## src/rtl/galaga_pkg.sv

```systemverilog
// Shared definitions for the Galaga ROM loader: image region map,
// region index enumeration and loader FSM states.
package galaga_pkg;

    localparam int ADDR_W   = 25;
    localparam int DN_W     = 17;
    localparam int NUM_RGN  = 6;

    localparam logic [16:0] CPU1_BASE   = 17'h00000;
    localparam logic [16:0] CPU1_LIMIT  = 17'h03FFF;
    localparam logic [16:0] CPU2_BASE   = 17'h04000;
    localparam logic [16:0] CPU2_LIMIT  = 17'h04FFF;
    localparam logic [16:0] CPU3_BASE   = 17'h05000;
    localparam logic [16:0] CPU3_LIMIT  = 17'h05FFF;
    localparam logic [16:0] TILE_BASE   = 17'h06000;
    localparam logic [16:0] TILE_LIMIT  = 17'h06FFF;
    localparam logic [16:0] SPR_BASE    = 17'h07000;
    localparam logic [16:0] SPR_LIMIT   = 17'h08FFF;
    localparam logic [16:0] PROM_BASE   = 17'h09000;
    localparam logic [16:0] PROM_LIMIT  = 17'h093FF;

    typedef enum logic [2:0] {
        RGN_CPU1 = 3'd0,
        RGN_CPU2 = 3'd1,
        RGN_CPU3 = 3'd2,
        RGN_TILE = 3'd3,
        RGN_SPR  = 3'd4,
        RGN_PROM = 3'd5
    } rgn_idx_e;

    typedef enum logic [2:0] {
        ST_IDLE = 3'd0,
        ST_LOAD = 3'd1,
        ST_HOLD = 3'd2,
        ST_RUN  = 3'd3,
        ST_ERR  = 3'd4
    } load_state_e;

    function automatic logic in_window(input logic [16:0] a,
                                       input logic [16:0] base,
                                       input logic [16:0] limit);
        return (a >= base) && (a <= limit);
    endfunction

endpackage

```

## src/rtl/rom_region_decode.sv

```systemverilog
// Combinational decode of a download byte address into a one-hot ROM region
// select; in_range is high only for addresses inside the image.
module rom_region_decode
    import galaga_pkg::*;
(
    input  logic [24:0] addr,
    output logic [5:0]  rgn_sel,
    output logic        in_range
);

    logic [16:0] low_s;
    logic        high_clear_s;

    assign low_s        = addr[16:0];
    assign high_clear_s = (addr[24:17] == 8'h00);

    // Region windows are contiguous, so any hit means the byte lies in the image
    always_comb begin
        rgn_sel = 6'b000000;
        if (high_clear_s) begin
            rgn_sel[RGN_CPU1] = in_window(low_s, CPU1_BASE, CPU1_LIMIT);
            rgn_sel[RGN_CPU2] = in_window(low_s, CPU2_BASE, CPU2_LIMIT);
            rgn_sel[RGN_CPU3] = in_window(low_s, CPU3_BASE, CPU3_LIMIT);
            rgn_sel[RGN_TILE] = in_window(low_s, TILE_BASE, TILE_LIMIT);
            rgn_sel[RGN_SPR]  = in_window(low_s, SPR_BASE,  SPR_LIMIT);
            rgn_sel[RGN_PROM] = in_window(low_s, PROM_BASE, PROM_LIMIT);
        end else begin
            rgn_sel = 6'b000000;
        end
    end

    assign in_range = |rgn_sel;

endmodule

```

## src/rtl/rom_loader.sv

```systemverilog
// HPS ROM download receiver: forwards image bytes to the core ROMs, checks the
// image size and holds the game core in reset until a valid image is present.
module rom_loader
    import galaga_pkg::*;
#(
    parameter int LOAD_BYTES  = 37888,
    parameter int HOLD_CYCLES = 16
) (
    input  logic        clk_sys,
    input  logic        reset_n,
    input  logic        ioctl_download,
    input  logic        ioctl_wr,
    input  logic [24:0] ioctl_addr,
    input  logic [7:0]  ioctl_dout,
    output logic [16:0] dn_addr,
    output logic [7:0]  dn_data,
    output logic        dn_wr,
    output logic [5:0]  rgn_sel,
    output logic        core_reset,
    output logic        load_done,
    output logic        load_err,
    output logic [15:0] checksum,
    output logic [16:0] byte_count
);

    load_state_e state_r;
    load_state_e state_next_s;

    logic        dl_q_r;
    logic        wr_q_r;
    logic        ovf_r;
    logic [15:0] hold_cnt_r;

    logic [5:0]  dec_sel_s;
    logic        dec_in_range_s;
    logic        dl_rise_s;
    logic        dl_fall_s;
    logic        wr_event_s;
    logic        accept_s;
    logic        reject_s;
    logic        load_entry_s;
    logic [16:0] count_next_s;
    logic [15:0] sum_next_s;
    logic        ovf_next_s;

    rom_region_decode u_decode (
        .addr     (ioctl_addr),
        .rgn_sel  (dec_sel_s),
        .in_range (dec_in_range_s)
    );

    assign dl_rise_s  = ioctl_download & ~dl_q_r;
    assign dl_fall_s  = ~ioctl_download & dl_q_r;
    // A strobe rising in the very cycle the download drops still belongs to the session
    assign wr_event_s = ioctl_wr & ~wr_q_r & (ioctl_download | dl_q_r);
    assign accept_s   = (state_r == ST_LOAD) & wr_event_s & dec_in_range_s;
    assign reject_s   = (state_r == ST_LOAD) & wr_event_s & ~dec_in_range_s;

    // Running count/sum/overflow including this cycle's event, used by the exit decision
    always_comb begin
        count_next_s = byte_count;
        sum_next_s   = checksum;
        ovf_next_s   = ovf_r;
        if (accept_s) begin
            count_next_s = (byte_count == 17'h1FFFF) ? byte_count : byte_count + 17'd1;
            sum_next_s   = checksum + {8'h00, ioctl_dout};
        end else if (reject_s) begin
            ovf_next_s = 1'b1;
        end else begin
            ovf_next_s = ovf_r;
        end
    end

    // Loader FSM next-state logic
    always_comb begin
        state_next_s = state_r;
        case (state_r)
            ST_IDLE, ST_RUN, ST_ERR: begin
                if (dl_rise_s) begin
                    state_next_s = ST_LOAD;
                end else begin
                    state_next_s = state_r;
                end
            end
            ST_LOAD: begin
                if (!dl_fall_s) begin
                    state_next_s = ST_LOAD;
                end else if ((count_next_s == 17'(LOAD_BYTES)) && !ovf_next_s) begin
                    state_next_s = ST_HOLD;
                end else begin
                    state_next_s = ST_ERR;
                end
            end
            ST_HOLD: begin
                if (hold_cnt_r == 16'(HOLD_CYCLES - 1)) begin
                    state_next_s = ST_RUN;
                end else begin
                    state_next_s = ST_HOLD;
                end
            end
            default: state_next_s = ST_IDLE;
        endcase
    end

    assign load_entry_s = (state_next_s == ST_LOAD) && (state_r != ST_LOAD);

    // FSM state register
    always_ff @(posedge clk_sys) begin
        if (!reset_n) begin
            state_r <= ST_IDLE;
        end else begin
            state_r <= state_next_s;
        end
    end

    // Edge detectors, core write port, load statistics and status outputs
    always_ff @(posedge clk_sys) begin
        if (!reset_n) begin
            dl_q_r     <= 1'b0;
            wr_q_r     <= 1'b0;
            ovf_r      <= 1'b0;
            hold_cnt_r <= 16'd0;
            dn_wr      <= 1'b0;
            dn_addr    <= 17'd0;
            dn_data    <= 8'd0;
            rgn_sel    <= 6'b000000;
            byte_count <= 17'd0;
            checksum   <= 16'd0;
            core_reset <= 1'b1;
            load_done  <= 1'b0;
            load_err   <= 1'b0;
        end else begin
            dl_q_r  <= ioctl_download;
            wr_q_r  <= ioctl_wr;
            dn_wr   <= accept_s;
            rgn_sel <= accept_s ? dec_sel_s : 6'b000000;
            if (accept_s) begin
                dn_addr <= ioctl_addr[16:0];
                dn_data <= ioctl_dout;
            end
            if (load_entry_s) begin
                byte_count <= 17'd0;
                checksum   <= 16'd0;
                ovf_r      <= 1'b0;
            end else begin
                byte_count <= count_next_s;
                checksum   <= sum_next_s;
                ovf_r      <= ovf_next_s;
            end
            hold_cnt_r <= (state_r == ST_HOLD) ? hold_cnt_r + 16'd1 : 16'd0;
            core_reset <= (state_next_s != ST_RUN);
            load_done  <= (state_next_s == ST_RUN);
            load_err   <= (state_next_s == ST_ERR);
        end
    end

endmodule

```

## config.mk

```make
export PLATFORM = sky130hd
export DESIGN_NAME = rom_loader
export DESIGN_NICKNAME = d
export VERILOG_FILES = /design/src/rtl/galaga_pkg.sv /design/src/rtl/rom_region_decode.sv /design/src/rtl/rom_loader.sv
export SDC_FILE = /design/constraint.sdc
export NUM_CORES = 1
export LEC_CHECK = 0
export BUFFER_PORTS_ARGS = -buffer_cell sky130_fd_sc_hd__buf_2
export CAP_MARGIN = 20
export CORE_MARGIN = 4
export CORE_UTILIZATION = 55
export CTS_BUF_LIST = sky130_fd_sc_hd__clkbuf_4
export DETAILED_ROUTE_END_ITERATION = 7
export PLACE_DENSITY = 0.82
export SLEW_MARGIN = 20
export SYNTH_ARGS = -nofsm -noshare
export SYNTH_HDL_FRONTEND = slang
export SYNTH_HIERARCHICAL = 1
export SYNTH_SLANG_ARGS = --single-unit
```

## constraint.sdc

```tcl
create_clock -name clk_sys -period 3.2 [get_ports clk_sys]
set_input_delay 0.48 -clock clk_sys [delete_from_list [all_inputs] [get_ports clk_sys]]
set_output_delay 0.48 -clock clk_sys [all_outputs]
set_load 0.005 [all_outputs]
```

==> results of run 1 <==
report_power, final:
| part | internal (mW) | switching (mW) |
|---|---|---|
| clock | 0.251 | 0.389 |
| sequential | 1.12 | 0.00357 |
| combinational | 0.0435 | 0.0530 |
| total | 1.42 | 0.446 |
metal layers:
layer  track usage (%)  vias to the layer above  share of wire, %
met5                 0                        -                 0
met3              4.47                        8               5.9
li1                  -                     2012                 -
met2              36.3                      134                48
met1              26.9                     1891                45
met4              7.56                        0              0.88
worst paths after layout:
path	start	end	cells past startpoint
hold / removal	ioctl_wr	wr_q_r	2
setup / recovery	ioctl_addr[14]	core_reset	12
setup reg to reg	byte_count[0]	core_reset	9
hold reg to reg	dn_addr[3]	dn_addr[3]	2
placed cells by master, fill, tap and decap left out, types with 11 or more instances in the layout:
master,n
sky130_fd_sc_hd__dfxtp_1,90
sky130_fd_sc_hd__buf_2,104
sky130_fd_sc_hd__a21oi_1,17
sky130_fd_sc_hd__inv_1,13
sky130_fd_sc_hd__o21ai_0,13
sky130_fd_sc_hd__nor4_1,11
sky130_fd_sc_hd__nor3_1,11
sky130_fd_sc_hd__a21boi_0,28
sky130_fd_sc_hd__nor2_1,47
sky130_fd_sc_hd__nand3_1,17
sky130_fd_sc_hd__xnor2_1,21
sky130_fd_sc_hd__buf_4,21
sky130_fd_sc_hd__nand4_1,16
sky130_fd_sc_hd__and3_1,18
sky130_fd_sc_hd__nand2_1,83
sky130_fd_sc_hd__xor2_1,14
per-stage QoR:
step | total power [mW] | setup TNS [ns] | worst slack (ns)
6_report | 1.86 | 0 | 0.267
5_1_grt | 1.94 | 0 | 0.137
4_1_cts | 1.88 | 0 | 0.303
3_5_place_dp | 1.25 | -0.484 | -0.160
3_3_place_gp | 1.25 | -0.0329 | -0.0329
2_1_floorplan | 1.20 | 0 | 0.225
area by class of cell:
type	instances	area, um^2	share of cell area, %
clock inverters	6	66.3	1.29
clock buffers	10	75.1	1.46
well taps	102	128	2.47
repair buffers	125	678	13.1
flip-flops and latches	90	1800	34.9
multi-input cells	388	2360	45.8
inverters	13	48.8	0.946
cells by family after synthesis:
logic type,Yosys count,share of synthesized area [%]
and+or+nand+nor,247,28.3
DFF,90,41.7
muxes,7,1.74
adders and majority gates,11,3.36
buffers and inverters,38,3.74
AOI/OAI and AO/OA,88,14.0
xor gates and xnor gates,35,7.10
flip-flops by register name, indices dropped and copies added (netlist names), 3 cells and up:
name / flops
hold_cnt_r: 16
byte_count: 17
state_r: 3
rgn_sel: 6
dn_addr: 17
dn_data: 8
checksum: 16
worst reg2reg max path: cells and delay by family (launching register included):
family / cells / cell delay (ns)
buffers and inverters: 1 / 0.19
DFF: 1 / 0.50
AOI/OAI and AO/OA: 2 / 0.53
and+or+nand+nor: 4 / 1.09
muxes: 1 / 0.12
adders and majority gates: 1 / 0.29
==> metrics.cfg, run 1 <==
[layout]
layout.cells.non_filler=734
finish.instance_area_mm2=0.00516
fin_util_pct=67.1
n_fill_cell=679
antenna-diode-count=0
flow.area_growth_from_synthesis_pct=19.4
nets=675
final_layout_size_suffix_gt1_share_pct=24.4

[place]
gp_routability_congestion=0.932
placed_cell_area_mm2=0.00502
dp_cells=718
hpwlAfterDp_um=7500
port_buffers=104

[critical_path]
cell_by_cell_trace_of_the_critical_path=buf_2 -> or3_1 -> a21o_2 -> a21oi_1 -> and4bb_2 -> nand3_2 -> buf_4 -> nor4_1 -> xnor2_1 -> and3_1 -> nand4_1 -> a21bo_2
crit_type=primary input to register
timing.critical_path.arrival_ns=3.26
timing.critical_path.from_type=primary input
worst_path_largest_cell_delay_ns=0.40
highest_fanout_seen_on_the_critical_path=8
path_delay_family=simple AND/OR/NAND/NOR gates
cp.required_ns=3.52
crit_slowest_cell=sky130_fd_sc_hd__or3_1
end_kind=register
crit_buf_inv=2
reg2reg_setup_slack_ns=0.40

[floorplanning]
die_height_um=96.6
floorplan.io_pins=105
std_cell_rows=32
fp.dieArea_mm2=0.00933
start_util_pct=56.2
chipWidth_um=96.6
core_area_mm2=0.00769

[synthesis]
synth.avg_cell_area_um2=8.37
yosysMostFrequentCell=sky130_fd_sc_hd__dfxtp_1
synth_fp_nets=564
post-synth-top-area-fraction_pct=41.7
yosys-top-cells-count=sky130_fd_sc_hd__dfxtp_1 (90), sky130_fd_sc_hd__nand2_1 (83), sky130_fd_sc_hd__nor2_1 (47)
ff_latch_count_synth=90
synth_area_leader_cell=sky130_fd_sc_hd__dfxtp_1
synth_instances=516
yosysWarnings=6
synthArstFlopShare_pct=0
synth.area.top_cells=sky130_fd_sc_hd__dfxtp_1 (42%), sky130_fd_sc_hd__nand2_1 (7.2%), sky130_fd_sc_hd__a21boi_0 (4.9%), sky130_fd_sc_hd__xnor2_1 (4.3%), sky130_fd_sc_hd__nor2_1 (4.1%)
seq_area_frac_synth_pct=41.7
synth_top_flop_cell=sky130_fd_sc_hd__dfxtp_1
yosysUniqueCellTypes=57
count_of_flip_flops_with_a_built_in_enable_after_synthesis=0
syn_area_mm2=0.00432

[timing]
holdWs_ns=0.265
slew_viol_final=0
worstMarginPinSlew_ns=0.804
post_route_clock_period_utilization_pct=91.7
setup-violations-final=0
finalHoldViolCount=0
fin_skew_ns=0.0243
setup_repair_after_global_routing_missed_its_margin=false
min_period_ns=2.93
max_clock_freq_mhz=341
timing.max_slew.rel_slack_pct=46.0

[cts]
clk_pin_slew_worst_paths_ns=0.14
resize_count_post_cts=0
clk_path_buf_depth=2
source_to_sink_clock_delay_at_the_later_pin_of_the_worst_skew_pair_ns=0.44
cts_max_level=3
cts_sinks=90
count_of_hold_fix_buffers_inserted_at_cts=0
cts_setup_buffers=0
tritoncts=yes
number_of_buffers_created_by_cts=9
clk_root_buffer_cell=sky130_fd_sc_hd__clkbuf_4

[global_routing]
gr-usage-all-layers_pct=21.4
vias_in_the_first_global_route=3855
total_grt_overflow=0
grt_pass1_wl_um=17300
largest_net_degree_at_the_start_of_global_routing=42
antenna_found_initial=0

[routing]
drt_pass1_iterations=4
detailroute.via_count=4045
detailedRoute.firstIterationViolations=173
drcViolationCount=0
wl_per_cell_um=13.8
postRouteWirelength_um=10200
via_per_inst=5.51
antenna_left=0

[run]
drv_cap=0

[pwr]
power_density_mw_per_mm2=361
leakage_nw=2.14
power.ir.vdd_worst_mv=0.195

[worst_hold_path]
worst_min_delay_path_category=primary input to register

[status]
outcome=complete, no violations

(Power assumes the default switching activity.)
==> run 2, diff against run 1 <==
- CORE_ASPECT_RATIO: unset -> 1.1
- CORE_UTILIZATION: 55 -> 35
- PLACE_DENSITY: 0.82 -> unset
==> run 2 against run 1 <==
  * First-iteration DRC count down 0.58%
  * Setup slack got worse by 0.024 ns
  * Maximum frequency down 0.83%
==> metrics.cfg, run 2 (synthesis results as in run 1) <==
[global_routing]
antenna_found_initial=1
gr-usage-all-layers_pct=15.2
largest_net_degree_at_the_start_of_global_routing=45
vias_in_the_first_global_route=3866
grt_pass1_wl_um=18000
total_grt_overflow=0

[critical_path]
cell_by_cell_trace_of_the_critical_path=buf_2 -> or3_1 -> a21o_2 -> a21oi_1 -> and4bb_2 -> nand3_2 -> buf_12 -> nor4_1 -> xnor2_1 -> nor4_1 -> nand4_1 -> a21bo_2
crit_type=primary input to register
timing.critical_path.from_type=primary input
crit_slowest_cell=sky130_fd_sc_hd__or3_1
startpoint=ioctl_addr[14]
timing.critical_path.arrival_ns=3.29
worstReg2RegStart=byte_count[0]
end_kind=register
cell_occurring_most_often_along_the_worst_timing_path=sky130_fd_sc_hd__nor4_1
highest_fanout_seen_on_the_critical_path=10
cp.required_ns=3.53
worst_path_largest_cell_delay_ns=0.40

[cts]
clk_root_buffer_cell=sky130_fd_sc_hd__clkbuf_4
source_to_sink_clock_delay_at_the_later_pin_of_the_worst_skew_pair_ns=0.43
number_of_buffers_created_by_cts=9
clk_pin_slew_worst_paths_ns=0.14
tritoncts=yes
cts_sinks=90
clk_path_buf_depth=2
cts_max_level=3

[layout]
fin_util_pct=43.7
flow.area_growth_from_synthesis_pct=21.7
finish.instance_area_mm2=0.00525
final_layout_size_suffix_gt1_share_pct=24.3
multi_input_area_mm2=0.00237
n_fill_cell=1205
nets=673
reg_top3=byte_count x17, dn_addr x17
layout.cells.non_filler=785
register_area_mm2=0.00180
final_cell_mix=sky130_fd_sc_hd__buf_2 (104), sky130_fd_sc_hd__dfxtp_1 (90), sky130_fd_sc_hd__nand2_1 (83)
layout_commonest_cell=sky130_fd_sc_hd__buf_2

[floorplanning]
die_height_um=124
core_area_mm2=0.0120
chipWidth_um=114
std_cell_rows=42
fp.dieArea_mm2=0.0142
start_util_pct=35.9
floorplan.io_pins=105

[timing]
min_period_ns=2.96
setup-violations-final=0
setup_repair_after_global_routing_missed_its_margin=false
finalHoldViolCount=0
slew_viol_final=0
worstMarginPinSlew_ns=0.807
max_clock_freq_mhz=338
post_route_clock_period_utilization_pct=92.4
timing.max_slew.rel_slack_pct=45.3
fin_skew_ns=0.0178

[status]
outcome=complete, no violations

[routing]
postRouteWirelength_um=10900
antenna_left=0
via_per_inst=5.03
drcViolationCount=0
detailedRoute.firstIterationViolations=172
drt_pass1_iterations=5
detailroute.via_count=3946
wl_per_cell_um=13.9

[pwr]
leakage_nw=2.14
power_density_mw_per_mm2=370
overall_power_mw=1.94
power.ir.vdd_worst_mv=0.195

[place]
port_buffers=104
hpwlAfterDp_um=8100
dp_cells=768
placed_cell_area_mm2=0.00508
gp_routability_congestion=0.856

[worst_hold_path]
hold_path.startpoint=ioctl_addr[0]
worst_min_delay_path_category=primary input to register

[run]
drv_cap=0

[run 2: cell count changes in the layout (fill, tap and decap cells not counted), sizes merged]
cell / previous run / this run
clkbuf: 10 / 12
buf: 125 / 123
inv: 14 / 13
clkinvlp: 0 / 1
diode: 0 / 1
bufinv: 1 / 2
clkinv: 4 / 1
[run 2: metal layers]
metal  track usage, %  share of wire (%)
met2             25.5                 47
met3             2.77                5.7
met4             6.15                1.6
met5                0                  0
met1             19.2                 46
[run 2: layout make-up]
cell class                 count  area share, %
multi-input combinational    388           45.0
clock inverter                 4           1.45
timing repair buffer         123           12.9
tap                          154           3.67
antenna                        1         0.0476
clock buffer                  12           1.71
inverter                      13          0.929
sequential                    90           34.3
[run 2: metrics by stage]
step | TNS [ns] | hold WS [ns] | setup WS [ns]
after floorplan | 0 | 0.430 | 0.225
after global placement | -0.117 | 0.445 | -0.0808
after detailed placement | -0.982 | 0.454 | -0.226
after CTS | 0 | 0.230 | 0.251
after global routing | 0 | 0.249 | 0.0851
final | 0 | 0.281 | 0.243
[run 2: worst paths after layout]
kind,endpoint,slack [ns],depth (start not counted)
max,core_reset,0.24,12
min,dn_addr[0],0.28,3
max reg2reg,core_reset,0.67,9
min reg2reg,dn_addr[6],0.47,2
[run 2: power by group]
group	switching (mW)	internal (mW)
registers	0.00369	1.12
logic	0.0552	0.0443
clock network	0.370	0.345
[run 2: repair_timing]
action | CTS | global route
endpoints found under the hold margin | 0 | 0
resized for setup | 0 | 1
setup buffers | 0 | 0
hold buffers | 0 | 0
setup endpoints to repair | 0 | 1
[run 2: critical path, delay by kind of cell]
| family | cells | cell delay (ns) |
|---|---|---|
| buffers and inverters | 2 | 0.27 |
| AND/OR/NAND/NOR | 6 | 1.66 |
| AO/OA/AOI/OAI | 3 | 0.71 |
| XOR/XNOR | 1 | 0.14 |
==> run 3, diff against run 2 <==
- REMOVE_ABC_BUFFERS: unset -> 1
==> run 3 against run 2 <==
  * Sequential share of layout area up 0.37 points
  * Register-to-register slack about the same
  * Routed wire length down 0.99%
  * Clock power down 7.6%
  * Power down 2.9%
  * Critical path depth down 1
  * Final cell count down 0.25%
  * Sequential power about the same
  * Highest routed layer unchanged
==> metrics.cfg, run 3 (synthesis results as in run 1) <==
[status]
outcome=complete, no violations

[timing]
fin_tns_setup_ns=0
timing.max_slew.rel_slack_pct=46.0
min_period_ns=2.90
fin_skew_ns=0.0184
max_clock_freq_mhz=344
setup-violations-final=0
post_route_clock_period_utilization_pct=90.8
slew_viol_final=0
finalHoldViolCount=0
holdWs_ns=0.251
worstMarginPinSlew_ns=0.798
setup_repair_after_global_routing_missed_its_margin=false

[worst_hold_path]
worst_min_delay_path_category=primary input to register

[floorplanning]
fp.dieArea_mm2=0.0142
core_area_mm2=0.0120
floorplan.io_pins=105
die_height_um=124
chipWidth_um=114
std_cell_rows=42
start_util_pct=35.9

[routing]
wl_per_cell_um=13.8
detailroute.via_count=3922
postRouteWirelength_um=10800
drt_pass1_iterations=4
drcViolationCount=0
antenna_left=0
detailedRoute.firstIterationViolations=210
via_per_inst=5.01

[pwr]
share_clk_of_total_power_pct=35.0
power_density_mw_per_mm2=363
internal-power_mw=1.41
p_switching_uw=474
power.ir.vdd_worst_mv=0.176
comb_power_share_pct=5.1
power.sequential.fraction_pct=59.8
leakage_nw=2.11
switching_share_of_power_pct=25.1

[place]
port_buffers=104
hpwlAfterDp_um=7930
placed_cell_area_mm2=0.00505
gp_routability_congestion=0.878

[global_routing]
grt_pass1_wl_um=18200
vias_in_the_first_global_route=3836
total_grt_overflow=0
antenna_found_initial=0
gr-usage-all-layers_pct=15.6
largest_net_degree_at_the_start_of_global_routing=42

[layout]
finish.instance_area_mm2=0.00520
flow.area_growth_from_synthesis_pct=20.4
reg_top3=byte_count x17, dn_addr x17
fin_util_pct=43.2
nets=671
final_layout_size_suffix_gt1_share_pct=23.9
layout_commonest_cell=sky130_fd_sc_hd__buf_2
final_cell_mix=sky130_fd_sc_hd__buf_2 (104), sky130_fd_sc_hd__dfxtp_1 (90), sky130_fd_sc_hd__nand2_1 (83)

[cts]
cts_sinks=90
clk_root_buffer_cell=sky130_fd_sc_hd__clkbuf_4
source_to_sink_clock_delay_at_the_later_pin_of_the_worst_skew_pair_ns=0.46
clk_pin_slew_worst_paths_ns=0.15
cts_setup_buffers=0
number_of_buffers_created_by_cts=9
resize_count_post_cts=0
clk_path_buf_depth=2
count_of_hold_fix_buffers_inserted_at_cts=0
cts_max_level=3
tritoncts=yes

[critical_path]
cp.required_ns=3.57
timing.critical_path.from_type=primary input
timing.critical_path.arrival_ns=3.28
end_kind=register
crit_type=primary input to register
highest_fanout_seen_on_the_critical_path=9

[run]
drv_cap=0

-- run 3: cell count changes in the layout (fill, tap and decap cells not counted), sizes merged --
cell      previous run  this run
clkinvlp             1         2
buf                123       121
bufinv               2         1
clkinv               1         2
clkbuf              12         9
inv                 13        15
-- run 3: worst paths after layout --
check,start,to,slack [ns],depth (start not counted)
worst max-delay path,ioctl_addr[14],core_reset,0.30,11
worst min-delay path,ioctl_addr[2],dn_addr[2],0.25,3
worst max register to register,byte_count[11],core_reset,0.66,8
worst min register to register,dn_data[3],dn_data[3],0.47,2
-- run 3: worst max-delay path: stages --
cell,delay (ns)
sky130_fd_sc_hd__buf_2,0.10
sky130_fd_sc_hd__or3_1,0.39
sky130_fd_sc_hd__a21o_2,0.23
sky130_fd_sc_hd__a21oi_1,0.22
sky130_fd_sc_hd__and4bb_2,0.28
sky130_fd_sc_hd__nand3_2,0.19
sky130_fd_sc_hd__nor4_1,0.39
sky130_fd_sc_hd__o22ai_1,0.13
sky130_fd_sc_hd__nor4_1,0.39
sky130_fd_sc_hd__nand4_1,0.21
sky130_fd_sc_hd__a21bo_2,0.25
-- run 3: layout make-up --
| cell class | instances | area (um^2) |
|---|---|---|
| Fill cell | 1270 | 6840 |
| Multi-Input combinational cell | 388 | 2360 |
| Sequential cell | 90 | 1800 |
| Timing Repair Buffer | 121 | 648 |
| Tap cell | 154 | 193 |
| Clock inverter | 7 | 76.3 |
| Clock buffer | 9 | 67.6 |
| Inverter | 13 | 48.8 |
| Antenna cell | 1 | 2.50 |
-- run 3: metrics by stage --
stage	worst slack, ns	power [mW]	std cells
global route	0.0553	1.97	782
CTS	0.307	1.92	782
finish	0.296	1.89	783
floorplan	-0.610	1.20	491
detailed placement	-0.214	1.25	766
global placement	-0.162	1.25	766
-- run 3: power by group through the flow --
stage | combinational [mW] | clock [mW] | sequential, mW
2_1_floorplan | 0.0443 | 0 | 1.15
3_3_place_gp | 0.0956 | 0 | 1.15
3_5_place_dp | 0.0974 | 0 | 1.15
4_1_cts | 0.0977 | 0.690 | 1.13
5_1_grt | 0.109 | 0.735 | 1.13
6_report | 0.0967 | 0.661 | 1.13
-- run 3: routing by layer --
layer | part of all wire (%) | routed length, um | GRT usage, % | up-vias
met5 | 0 | 0 | 0 | -
met4 | 2.3 | 246 | 6.85 | 0
met3 | 5.6 | 605 | 3.40 | 18
met2 | 47 | 5120 | 25.5 | 90
met1 | 45 | 4860 | 19.7 | 1811
li1 | - | - | - | 2003
